## src/rtl/wb_rr_arbiter_pkg.sv

```systemverilog
// Shared Wishbone definitions for the round-robin arbiter slice.
//   WB_ADR_W / WB_DAT_W / WB_SEL_W : Wishbone bus widths
//   TMO_CNT_W                      : width of the stalled-strobe counter
//   arb_state_t                    : arbiter FSM state encoding
//   idx_w()                        : index width needed to address n masters
package wb_pkg;

  localparam int WB_ADR_W  = 32;
  localparam int WB_DAT_W  = 32;
  localparam int WB_SEL_W  = 4;
  localparam int TMO_CNT_W = 16;

  typedef enum logic {
    ST_IDLE = 1'b0,
    ST_BUSY = 1'b1
  } arb_state_t;

  function automatic int idx_w(input int n);
    return (n > 1) ? $clog2(n) : 1;
  endfunction

endpackage

```

## src/rtl/wb_rr_arbiter_if.sv

```systemverilog
// Bus bundle between N_MASTER Wishbone masters, the arbiter and one shared slave.
//   m_cyc_i/m_stb_i/m_we_i  : per-master cycle, strobe, write enable
//   m_adr_i/m_dat_i/m_sel_i : per-master address, write data, byte selects
//                             (master k occupies slice k of each vector)
//   m_ack_o/m_err_o         : per-master acknowledge / error
//   m_dat_o                 : read data broadcast to all masters
//   s_*_o                   : shared slave request
//   s_dat_i/s_ack_i/s_err_i : slave response
// Modport slave is the arbiter's view; modport master is the environment's view.
interface wb_rr_arbiter_if #(
  parameter int N_MASTER = 4
);
  import wb_pkg::*;

  logic [N_MASTER-1:0]          m_cyc_i;
  logic [N_MASTER-1:0]          m_stb_i;
  logic [N_MASTER-1:0]          m_we_i;
  logic [WB_ADR_W*N_MASTER-1:0] m_adr_i;
  logic [WB_DAT_W*N_MASTER-1:0] m_dat_i;
  logic [WB_SEL_W*N_MASTER-1:0] m_sel_i;
  logic [N_MASTER-1:0]          m_ack_o;
  logic [N_MASTER-1:0]          m_err_o;
  logic [WB_DAT_W-1:0]          m_dat_o;

  logic                         s_cyc_o;
  logic                         s_stb_o;
  logic                         s_we_o;
  logic [WB_ADR_W-1:0]          s_adr_o;
  logic [WB_DAT_W-1:0]          s_dat_o;
  logic [WB_SEL_W-1:0]          s_sel_o;
  logic [WB_DAT_W-1:0]          s_dat_i;
  logic                         s_ack_i;
  logic                         s_err_i;

  modport slave (
    input  m_cyc_i, m_stb_i, m_we_i, m_adr_i, m_dat_i, m_sel_i,
    input  s_dat_i, s_ack_i, s_err_i,
    output m_ack_o, m_err_o, m_dat_o,
    output s_cyc_o, s_stb_o, s_we_o, s_adr_o, s_dat_o, s_sel_o
  );

  modport master (
    output m_cyc_i, m_stb_i, m_we_i, m_adr_i, m_dat_i, m_sel_i,
    output s_dat_i, s_ack_i, s_err_i,
    input  m_ack_o, m_err_o, m_dat_o,
    input  s_cyc_o, s_stb_o, s_we_o, s_adr_o, s_dat_o, s_sel_o
  );

endinterface

```

## src/rtl/wb_rr_arbiter_rr_picker.sv

```systemverilog
// Combinational round-robin selector.
//   req_i      : request vector (one bit per master)
//   last_i     : index of the most recently served master
//   pick_o     : one-hot winner, zero when no request
//   pick_idx_o : index of the winner (0 when no request)
// Search starts at the master after last_i and wraps, so last_i itself has
// the lowest priority.
module rr_picker
  import wb_pkg::*;
#(
  parameter  int N_MASTER = 4,
  localparam int IDX_W    = idx_w(N_MASTER)
) (
  input  logic [N_MASTER-1:0] req_i,
  input  logic [IDX_W-1:0]    last_i,
  output logic [N_MASTER-1:0] pick_o,
  output logic [IDX_W-1:0]    pick_idx_o
);

  logic             found;
  int               cand;
  logic [IDX_W-1:0] cand_idx;

  always_comb begin
    pick_o     = '0;
    pick_idx_o = '0;
    found      = 1'b0;
    cand       = 0;
    cand_idx   = '0;
    for (int off = 1; off <= N_MASTER; off++) begin
      cand = int'(last_i) + off;
      if (cand >= N_MASTER) cand = cand - N_MASTER;
      cand_idx = IDX_W'(cand);
      if (!found && req_i[cand_idx]) begin
        found            = 1'b1;
        pick_o[cand_idx] = 1'b1;
        pick_idx_o       = cand_idx;
      end
    end
  end

endmodule

```

## src/rtl/wb_rr_arbiter.sv

```systemverilog
// Round-robin arbiter sharing one Wishbone slave between N_MASTER masters.
//   clk_i : clock, all state on the rising edge
//   rst_i : asynchronous active-high reset
//   bus   : master-side and slave-side Wishbone signals (slave modport)
//   gnt_o : one-hot registered grant, zero while idle
// A granted master keeps the slave until it drops cyc; the arbiter then spends
// one IDLE cycle before the next grant. A stalled strobe held for TIMEOUT
// cycles earns the master a one-cycle forced error without losing the grant.
//
// state   | meaning
// ST_IDLE | no grant; arbitrate among masters with cyc set
// ST_BUSY | gnt_q owns the slave; request mirrored, response routed back
module wb_rr_arbiter
  import wb_pkg::*;
#(
  parameter int N_MASTER = 4,
  parameter int TIMEOUT  = 255
) (
  input  logic                clk_i,
  input  logic                rst_i,
  wb_rr_arbiter_if.slave      bus,
  output logic [N_MASTER-1:0] gnt_o
);

  localparam int                   IDX_W     = idx_w(N_MASTER);
  localparam logic [TMO_CNT_W-1:0] TMO_LIMIT = TMO_CNT_W'(TIMEOUT - 1);

  arb_state_t           state;
  logic [N_MASTER-1:0]  gnt_q;
  logic [IDX_W-1:0]     gnt_idx_q;
  logic [IDX_W-1:0]     last_gnt_q;
  logic [TMO_CNT_W-1:0] tmo_cnt_q;

  logic [N_MASTER-1:0]  pick;
  logic [IDX_W-1:0]     pick_idx;

  logic                 mx_cyc;
  logic                 mx_stb;
  logic                 mx_we;
  logic [WB_ADR_W-1:0]  mx_adr;
  logic [WB_DAT_W-1:0]  mx_dat;
  logic [WB_SEL_W-1:0]  mx_sel;

  logic                 stall;
  logic                 tmo_hit;
  logic                 err_any;

  rr_picker #(.N_MASTER(N_MASTER)) u_picker (
    .req_i      (bus.m_cyc_i),
    .last_i     (last_gnt_q),
    .pick_o     (pick),
    .pick_idx_o (pick_idx)
  );

  // Request mux; everything stays zero outside BUSY so reset drops the
  // slave cycle immediately through the async-cleared state.
  always_comb begin
    mx_cyc = 1'b0;
    mx_stb = 1'b0;
    mx_we  = 1'b0;
    mx_adr = '0;
    mx_dat = '0;
    mx_sel = '0;
    if (state == ST_BUSY) begin
      mx_cyc = bus.m_cyc_i[gnt_idx_q];
      mx_stb = bus.m_stb_i[gnt_idx_q];
      mx_we  = bus.m_we_i[gnt_idx_q];
      mx_adr = bus.m_adr_i[int'(gnt_idx_q)*WB_ADR_W +: WB_ADR_W];
      mx_dat = bus.m_dat_i[int'(gnt_idx_q)*WB_DAT_W +: WB_DAT_W];
      mx_sel = bus.m_sel_i[int'(gnt_idx_q)*WB_SEL_W +: WB_SEL_W];
    end
  end

  assign bus.s_cyc_o = mx_cyc;
  assign bus.s_stb_o = mx_stb;
  assign bus.s_we_o  = mx_we;
  assign bus.s_adr_o = mx_adr;
  assign bus.s_dat_o = mx_dat;
  assign bus.s_sel_o = mx_sel;

  // A slave response in the would-be timeout cycle is not a stall, so the
  // real response wins over the forced error.
  assign stall   = mx_stb && !bus.s_ack_i && !bus.s_err_i;
  assign tmo_hit = stall && (tmo_cnt_q == TMO_LIMIT);
  assign err_any = bus.s_err_i || tmo_hit;

  // gnt_q is zero outside BUSY, so it alone gates response routing. Ack is
  // suppressed whenever err is present to keep the pair mutually exclusive.
  assign bus.m_ack_o = gnt_q & {N_MASTER{bus.s_ack_i && !bus.s_err_i}};
  assign bus.m_err_o = gnt_q & {N_MASTER{err_any}};
  assign bus.m_dat_o = bus.s_dat_i;
  assign gnt_o       = gnt_q;

  always_ff @(posedge clk_i or posedge rst_i) begin
    if (rst_i) begin
      state      <= ST_IDLE;
      gnt_q      <= '0;
      gnt_idx_q  <= '0;
      last_gnt_q <= IDX_W'(N_MASTER - 1);
      tmo_cnt_q  <= '0;
    end else begin
      case (state)
        ST_IDLE: begin
          tmo_cnt_q <= '0;
          if (|bus.m_cyc_i) begin
            gnt_q     <= pick;
            gnt_idx_q <= pick_idx;
            state     <= ST_BUSY;
          end
        end
        ST_BUSY: begin
          if (!mx_cyc) begin
            state      <= ST_IDLE;
            gnt_q      <= '0;
            last_gnt_q <= gnt_idx_q;
            tmo_cnt_q  <= '0;
          end else if (stall && !tmo_hit) begin
            tmo_cnt_q <= tmo_cnt_q + 1'b1;
          end else begin
            tmo_cnt_q <= '0;
          end
        end
        default: begin
          state <= ST_IDLE;
          gnt_q <= '0;
        end
      endcase
    end
  end

endmodule

```

## src/flat_wrapper.sv

```systemverilog
// flat-port wrapper written by rule: the top's interface ports become plain ports
module wb_rr_arbiter_flat import wb_pkg::*;
#(
  parameter int N_MASTER = 4,
  parameter int TIMEOUT  = 255
)
  (clk_i, rst_i, gnt_o, bus_m_cyc_i, bus_m_stb_i, bus_m_we_i, bus_m_adr_i, bus_m_dat_i, bus_m_sel_i, bus_s_dat_i, bus_s_ack_i, bus_s_err_i, bus_m_ack_o, bus_m_err_o, bus_m_dat_o, bus_s_cyc_o, bus_s_stb_o, bus_s_we_o, bus_s_adr_o, bus_s_dat_o, bus_s_sel_o);
  wb_rr_arbiter_if #(.N_MASTER(N_MASTER)) bus_i ();
  input  logic clk_i;
  input  logic rst_i;
  output logic [N_MASTER-1:0] gnt_o;
  input wire logic [$bits(bus_i.m_cyc_i)-1:0] bus_m_cyc_i;
  input wire logic [$bits(bus_i.m_stb_i)-1:0] bus_m_stb_i;
  input wire logic [$bits(bus_i.m_we_i)-1:0] bus_m_we_i;
  input wire logic [$bits(bus_i.m_adr_i)-1:0] bus_m_adr_i;
  input wire logic [$bits(bus_i.m_dat_i)-1:0] bus_m_dat_i;
  input wire logic [$bits(bus_i.m_sel_i)-1:0] bus_m_sel_i;
  input wire logic [$bits(bus_i.s_dat_i)-1:0] bus_s_dat_i;
  input wire logic [$bits(bus_i.s_ack_i)-1:0] bus_s_ack_i;
  input wire logic [$bits(bus_i.s_err_i)-1:0] bus_s_err_i;
  output wire logic [$bits(bus_i.m_ack_o)-1:0] bus_m_ack_o;
  output wire logic [$bits(bus_i.m_err_o)-1:0] bus_m_err_o;
  output wire logic [$bits(bus_i.m_dat_o)-1:0] bus_m_dat_o;
  output wire logic [$bits(bus_i.s_cyc_o)-1:0] bus_s_cyc_o;
  output wire logic [$bits(bus_i.s_stb_o)-1:0] bus_s_stb_o;
  output wire logic [$bits(bus_i.s_we_o)-1:0] bus_s_we_o;
  output wire logic [$bits(bus_i.s_adr_o)-1:0] bus_s_adr_o;
  output wire logic [$bits(bus_i.s_dat_o)-1:0] bus_s_dat_o;
  output wire logic [$bits(bus_i.s_sel_o)-1:0] bus_s_sel_o;
  assign bus_i.m_cyc_i = bus_m_cyc_i;
  assign bus_i.m_stb_i = bus_m_stb_i;
  assign bus_i.m_we_i = bus_m_we_i;
  assign bus_i.m_adr_i = bus_m_adr_i;
  assign bus_i.m_dat_i = bus_m_dat_i;
  assign bus_i.m_sel_i = bus_m_sel_i;
  assign bus_i.s_dat_i = bus_s_dat_i;
  assign bus_i.s_ack_i = bus_s_ack_i;
  assign bus_i.s_err_i = bus_s_err_i;
  assign bus_m_ack_o = bus_i.m_ack_o;
  assign bus_m_err_o = bus_i.m_err_o;
  assign bus_m_dat_o = bus_i.m_dat_o;
  assign bus_s_cyc_o = bus_i.s_cyc_o;
  assign bus_s_stb_o = bus_i.s_stb_o;
  assign bus_s_we_o = bus_i.s_we_o;
  assign bus_s_adr_o = bus_i.s_adr_o;
  assign bus_s_dat_o = bus_i.s_dat_o;
  assign bus_s_sel_o = bus_i.s_sel_o;
  wb_rr_arbiter #(.N_MASTER(N_MASTER), .TIMEOUT(TIMEOUT)) u_core (.clk_i(clk_i), .rst_i(rst_i), .bus(bus_i), .gnt_o(gnt_o));
endmodule
```

## config.mk

```make
export PLATFORM = sky130hd
export DESIGN_NAME = wb_rr_arbiter_flat
export DESIGN_NICKNAME = d
export VERILOG_FILES = /design/src/rtl/wb_rr_arbiter_pkg.sv /design/src/rtl/wb_rr_arbiter_if.sv /design/src/rtl/wb_rr_arbiter_rr_picker.sv /design/src/rtl/wb_rr_arbiter.sv /design/src/flat_wrapper.sv
export SDC_FILE = /design/constraint.sdc
export NUM_CORES = 1
export LEC_CHECK = 0
export ABC_AREA = 1
export ABC_CLOCK_PERIOD_IN_PS = 4100
export BUFFER_PORTS_ARGS = -buffer_cell sky130_fd_sc_hd__clkbuf_2
export CAP_MARGIN = 10
export CORE_AREA = 2 2 171 173
export CTS_CLUSTER_DIAMETER = 50
export DETAILED_ROUTE_END_ITERATION = 7
export DIE_AREA = 0 0 173 175
export PLACE_DENSITY = 0.4
export SLEW_MARGIN = 40
export SYNTH_ARGS = -nofsm -noshare
export SYNTH_HDL_FRONTEND = slang
export SYNTH_SLANG_ARGS = --single-unit
```

## constraint.sdc

```tcl
create_clock -name clk_i -period 4.1 [get_ports clk_i]
set_input_delay 0.82 -clock clk_i [delete_from_list [all_inputs] [get_ports clk_i]]
set_output_delay 0.82 -clock clk_i [all_outputs]
set_load 0.01 [all_outputs]
```

======== Word level (Yosys, flattened, before mapping) ========
Index checks and enable logic that the tools add are counted.
W data, S select, Z words.
word-level totals
  bits in registers ....................... 25
  logic and storage cells ................. 115
cells by class
  add/subtract/negate cells ............... 9
  magnitude comparators ................... 13
  equality and inequality tests ........... 3
  shifts and indexed selects .............. 3
  muxes and demuxes ....................... 52
  bitwise operators ....................... 7
  reduce and logical (&&, ||, !) cells .... 23
operators by type and width
  kind                     count
  $shiftx A128 B8 Y32      2
  $mux W32                 2
  $mux W16                 2
  $pmux W16 S2             1
  $mux W4                  7
  $mux W1                  19
  $add A16 B1 Y16 const B  1
  $eq A16 B8 Y1 const B    1
  $mux W2                  8
  $shiftx A16 B5 Y4        1
  $lt A2 B3 Y1 const B     5
  $bmux W1 S2              7
  $logic_and A1 B1 Y1      12
  $or A4 B4 Y4             3
  $ge A3 B3 Y1 const B     3
  $and A4 B4 Y4            2
  $demux W1 S2             4
  $ge A2 B1 Y1 const B     4
  $pmux W4 S2              1
  $sub A2 B1 Y2 const B    4
  $add A2 B2 Y3 const B    2
  $logic_not A1 Y1         6
  $reduce_and A2 Y1        3
  $add A2 B3 Y4 const B    1
  8 further kinds          9

======== Logic depth before layout (Yosys ltp) ========
  depth in word-level cells ............... 17
  mapped depth ............................ 11
  mapped depth without buffers ............ 11

======== Hierarchy ========
A second synthesis with hierarchy kept.
unflattened totals
  cell total of the unflattened synthesis .. 834
  area total of the unflattened synthesis .. 4,446.8 um^2
modules (own cells, without submodules)
  module         instances  cells each  area an instance (um^2)  sequential area each (um^2)
  wb_rr_arbiter  1          759         3,972.6                  628.1
  rr_picker      1          75          474.2                    0.0

======== Worst setup path before layout ========
No wires, ideal clock.
  kind .................................... input -> output
  start ................................... input bus_m_stb_i[1]
  end ..................................... output bus_m_err_o[0]
  data arrival time ....................... 1.612 ns
  setup slack ............................. 1.668 ns
  stages on the path ...................... 7
  buffers on the path ..................... 0
  path through ............................ nand2_1 nand2_1 nand2_1 a21oi_4 nand3_1 and2_1 nor2_1
on the way
  cells in the longest elaborated chain, start to end .. 8
ends and longest elaborated chain
  what                               line                 text
  from (decl)                        flat_wrapper.sv:13   input wire logic [$bits(bus_i.m_stb_i)-1:0] bus_m_stb_i;
  $bmux W1 S2                        wb_rr_arbiter.sv:66  mx_stb = bus.m_stb_i[gnt_idx_q];
  $mux W1 (implied by the code)      wb_rr_arbiter.sv:66
  $mux W1                            wb_rr_arbiter.sv:64  if (state == ST_BUSY) begin
  net bus_s_stb_o                    flat_wrapper.sv:25   output wire logic [$bits(bus_i.s_stb_o)-1:0] bus_s_stb_o;
  $logic_and A1 B1 Y1 (2 in series)  wb_rr_arbiter.sv:83  assign stall = mx_stb && !bus.s_ack_i && !bus.s_err_i;
  $logic_and A1 B1 Y1                wb_rr_arbiter.sv:84  assign tmo_hit = stall && (tmo_cnt_q == TMO_LIMIT);
  $logic_or A1 B1 Y1                 wb_rr_arbiter.sv:85  assign err_any = bus.s_err_i || tmo_hit;
  $and A4 B4 Y4                      wb_rr_arbiter.sv:90  assign bus.m_err_o = gnt_q & {N_MASTER{err_any}};
  to (decl)                          flat_wrapper.sv:22   output wire logic [$bits(bus_i.m_err_o)-1:0] bus_m_err_o;
The timed path passes the listed nets, and every way through them passes these cells. The select of a mux whose other input is x is not followed.

======== Final worst setup path ========
  start ................................... register u_core.gnt_idx_q[0]
  end ..................................... output bus_m_err_o[0]
on the way
  cells in the longest elaborated chain, start to end .. 8
ends and longest elaborated chain
  what                               line                  text
  from (decl)                        wb_rr_arbiter.sv:30   logic [IDX_W-1:0] gnt_idx_q;
  from (signal assigned)             wb_rr_arbiter.sv:107  gnt_idx_q <= pick_idx;
  $bmux W1 S2                        wb_rr_arbiter.sv:66
  $mux W1 (implied by the code)      wb_rr_arbiter.sv:66
  $mux W1                            wb_rr_arbiter.sv:64
  $logic_and A1 B1 Y1 (2 in series)  wb_rr_arbiter.sv:83
  $logic_and A1 B1 Y1                wb_rr_arbiter.sv:84
  $logic_or A1 B1 Y1                 wb_rr_arbiter.sv:85
  $and A4 B4 Y4                      wb_rr_arbiter.sv:90
Every way passes these cells. The select of a mux whose other input is x is not followed.

==> results.md <==
- Post-CTS repair changed the size of 0 cells.
- In the final layout, the share of cells above drive strength 1 is a little under two fifths.
- The final-report setup violation count is 0.
- Measured along the x axis, the die boundary spans about 170 microns.
- During synthesis, Yosys emitted a total of 0 warnings.
- The die area is 30280 sq um.
- The root buffer selected by CTS is sky130_fd_sc_hd__clkbuf_16.
- The analysis attributes to cell leakage a power of between 3 and 4 nW.
- Headroom to the max-slew limit came out at 50.81%.
- Global routing used ~16% of the available tracks across all layers.
- The max-capacitance violation count is 0.
- Detailed placement finished with a half-perimeter wire length of about 21000 microns.
- The class of the tightest hold or removal check is reg2reg.
- The async set or reset register ratio after synthesis is between 90% and 100%.
- The via count of the first global-routing pass came to between 6000 and 7000.
- The worst setup path is of the reg2out kind.
- The net count of the mapped netlist is 1161.
- Counting the fill cells in the layout gives 3420.
- The areal power density over the cells is around 650 nW/um^2.
- The largest area contributor in the synthesized netlist is sky130_fd_sc_hd__nor2_1.
- Among all flip-flop cells after synthesis, the most frequent one is sky130_fd_sc_hd__dfrtp_1.
- In the final design database the tool counted 1463 nets.
- The worst-case reg-to-reg path depth is 10.
- The element type at the critical path start is a register.
- For the pin with the worst max-slew slack, the measured transition is 0.7301 ns.
- The detailed router finished its first iteration with 439 violations.
- The wire length per cell after detailed routing is 17.02 microns.
- The number of endpoints with negative hold slack in the final report is 0.
- The starting density of the core is approximately 16%.
- In this run the post-CTS setup repair buffer count came out at 0.
- The die outline height is ~180 microns.
- The register bit total from synthesis is 25.
- The first detailed-routing pass ran for 5 iterations.
- The origin of the critical flop-to-flop path is u_core.last_gnt_q[0].
- The CTS tree is done.
- The source-to-sink clock delay at the later pin of the worst-skew pair is around 0.26 ns.
- The capturing element type of the critical path is an output port.
- For the final database, setup skew stands at 0.002317 ns.
- After layout, the worst path uses around 75% of the clock period.
- Entering global routing, the biggest net connects 84 pins.
- The final period demand of the worst path is roughly 3 ns.
- The first global-routing pass estimated ~37000 microns of wire.
- Timing would allow up to about 320 MHz.
- The gate count after technology mapping is about 830.
- The count of final max-slew check failures is 0.
- The number of flops mapped to enable cells by yosys is 0.
- The number of port buffers is 370.
- The final weighted congestion in routability-driven placement is between 0.8 and 0.9.
- Across the whole layout, storage elements account for 633.1 sq um.
- The number of antenna violations at the first check in global routing is 2.
- The startpoint of the tightest hold check path is u_core.tmo_cnt_q[0].
- The total overflow left after global routing is 0.
- After synthesis, the largest area contributor takes up between 20% and 30% of total cell area.
- The count of clock tree sinks is 25.
- The area of the core is 28390 sq um.
- The post-detailed-route DRC marker count is 0.
- The cell area after layout is approximately 6500 sq um.
- Once placement finished, the instance area stood at between 6000 and 7000 sq um.
- After synthesis, the cell types taking the most area are sky130_fd_sc_hd__nor2_1, sky130_fd_sc_hd__o21ai_0, sky130_fd_sc_hd__dfrtp_1.
- The library cells used most frequently in the layout, excluding fill and tap cells, are sky130_fd_sc_hd__clkbuf_2, sky130_fd_sc_hd__nor2_1, sky130_fd_sc_hd__o21ai_0.
- The endpoint identified for the worst register-to-register timing path is u_core.gnt_o[0].
- VDD sags by at most roughly 0.00022 V.
- The standard-cell row count is just over 60.
- Leaving out fill and tap cells, the most frequent cell in the layout is sky130_fd_sc_hd__clkbuf_2.
- For this run, the register share of the synthesized area comes to between 10% and 20%.
- The routed design has ~26000 microns of wire.
- After clock tree synthesis, the clock-pin slew on the worst setup and hold paths is roughly 0.07 ns.
- The critical path ends at bus_m_err_o[0].
- In this run the remaining antenna-violating nets after routing total 0.
- The via density per instance is ~4.3.
- The area added between synthesis and finish is 46.95%.
- The worst register-to-register path has a setup slack of about 1.8 ns.
- Data on the critical path arrives at its endpoint at roughly 2.3 ns.
- For this design the top-level I/O count stands at 435.
- STA puts the critical path data required time at approximately 3.3 ns.
- After clock tree synthesis, the flow added hold-fix buffers numbering 0.
- The post-synth design cell area is 4451 sq um.
- The clock buffer count from CTS is 3.
- The average instance in the mapped netlist occupies 5.356 sq um.
- The maximum fanout count along the critical path is ~40.
- The flow ran to the end, and the final reports show no timing, DRC or antenna violations.
- Summing all multi-input logic gate instances after layout gives roughly 3200 sq um.
- In this run the worst setup path begins at u_core.gnt_idx_q[0].
- In this run the number of H-tree levels came out at 1.
- Summed over all failing endpoints, the final setup total negative slack is 0 ns.
- The total number of vias is roughly 6500.
- Setup repair after global routing left no endpoint under its margin.
- The number of buffers between clock root and the deepest sink is 2.
- Counting distinct cell types in the post-synthesis netlist gives 34.
==> area by class of cell <==
class                   instances  share of cell area, %
diodes                          1                0.03826
flip-flops and latches         25                  9.681
repair buffers                385                  30.80
multi-input cells             684                  48.92
clock buffers                   3                  1.148
inverters                      34                  1.990
clock inverters                 1                0.07653
well taps                     384                  7.346
==> logic make-up after synthesis <==
logic type | count (synthesis) | synth area share, %
buffers and inverters | 122 | 14.00
adders and majority gates | 10 | 2.811
and+or+nand+nor | 435 | 40.62
DFF | 25 | 14.11
AOI/OAI and AO/OA | 231 | 26.88
xor gates and xnor gates | 8 | 1.574
==> worst max-delay path: stages (launching register included) <==
cell                       delay (ns)
sky130_fd_sc_hd__dfrtp_4         0.62
sky130_fd_sc_hd__inv_4           0.38
sky130_fd_sc_hd__buf_4           0.25
sky130_fd_sc_hd__o21ai_2         0.09
sky130_fd_sc_hd__a21oi_4         0.15
sky130_fd_sc_hd__nand3_1         0.08
sky130_fd_sc_hd__and2_1          0.19
sky130_fd_sc_hd__nor2_1          0.10
sky130_fd_sc_hd__clkbuf_2        0.13
==> cell usage after synthesis (3+ instances only) <==
cell	count
sky130_fd_sc_hd__buf_4	35
sky130_fd_sc_hd__dfrtp_1	23
sky130_fd_sc_hd__a21oi_1	76
sky130_fd_sc_hd__nor2_1	304
sky130_fd_sc_hd__a21boi_0	4
sky130_fd_sc_hd__xor2_1	5
sky130_fd_sc_hd__nor3_1	6
sky130_fd_sc_hd__clkbuf_1	27
sky130_fd_sc_hd__nor2_4	11
sky130_fd_sc_hd__xnor2_1	3
sky130_fd_sc_hd__buf_2	14
sky130_fd_sc_hd__nand3_1	31
sky130_fd_sc_hd__inv_1	31
sky130_fd_sc_hd__ha_1	10
sky130_fd_sc_hd__nand2_1	70
sky130_fd_sc_hd__nand4_1	3
sky130_fd_sc_hd__buf_1	11
sky130_fd_sc_hd__inv_2	3
sky130_fd_sc_hd__o21ai_0	143
==> stage by stage <==
step	hold slack [ns]	worst slack [ns]	power (mW)	instances	utilization, %
after floorplan	0.4495	1.668	2.603	831	-
after CTS	0.4983	0.9807	4.275	1515	22.96
after global placement	0.4802	1.276	4.055	1511	22.67
final	0.4921	1.012	4.232	1517	23.03
after detailed placement	0.4889	1.271	4.038	1511	22.67
after global routing	0.5468	0.8050	4.691	1517	23.03
==> flip-flops by register name (all words and copies together), names as in the netlist <==
signal             cells
u_core.gnt_o           4
u_core.state           1
u_core.gnt_idx_q       2
u_core.tmo_cnt_q      16
u_core.last_gnt_q      2
==> worst min-delay path by stage <==
| stage | to | slack (ns) | cells after the start |
|---|---|---|---|
| floorplan | u_core.tmo_cnt_q[0] | 0.45 | 1 |
| global placement | u_core.tmo_cnt_q[0] | 0.48 | 1 |
| detailed placement | u_core.tmo_cnt_q[0] | 0.49 | 1 |
| CTS | u_core.tmo_cnt_q[0] | 0.50 | 1 |
| global route | u_core.tmo_cnt_q[0] | 0.55 | 1 |
| finish | u_core.tmo_cnt_q[0] | 0.49 | 1 |
==> report_power, final <==
part | leakage [nW] | switching, mW | internal (mW)
sequential | 0.331 | 0.102 | 0.297
clock | 0.0409 | 0.0875 | 0.131
combinational | 2.94 | 2.39 | 1.23
==> metal layers <==
metal / GRT usage, % / wire, microns / vias up
li1: - / - / 3267
met1: 21.27 / 11160 / 2867
met2: 24.62 / 11580 / 300
met3: 5.091 / 2574 / 32
met4: 3.460 / 510 / 0
met5: 0 / 0 / -
Power figures use the tool's default switching activity.
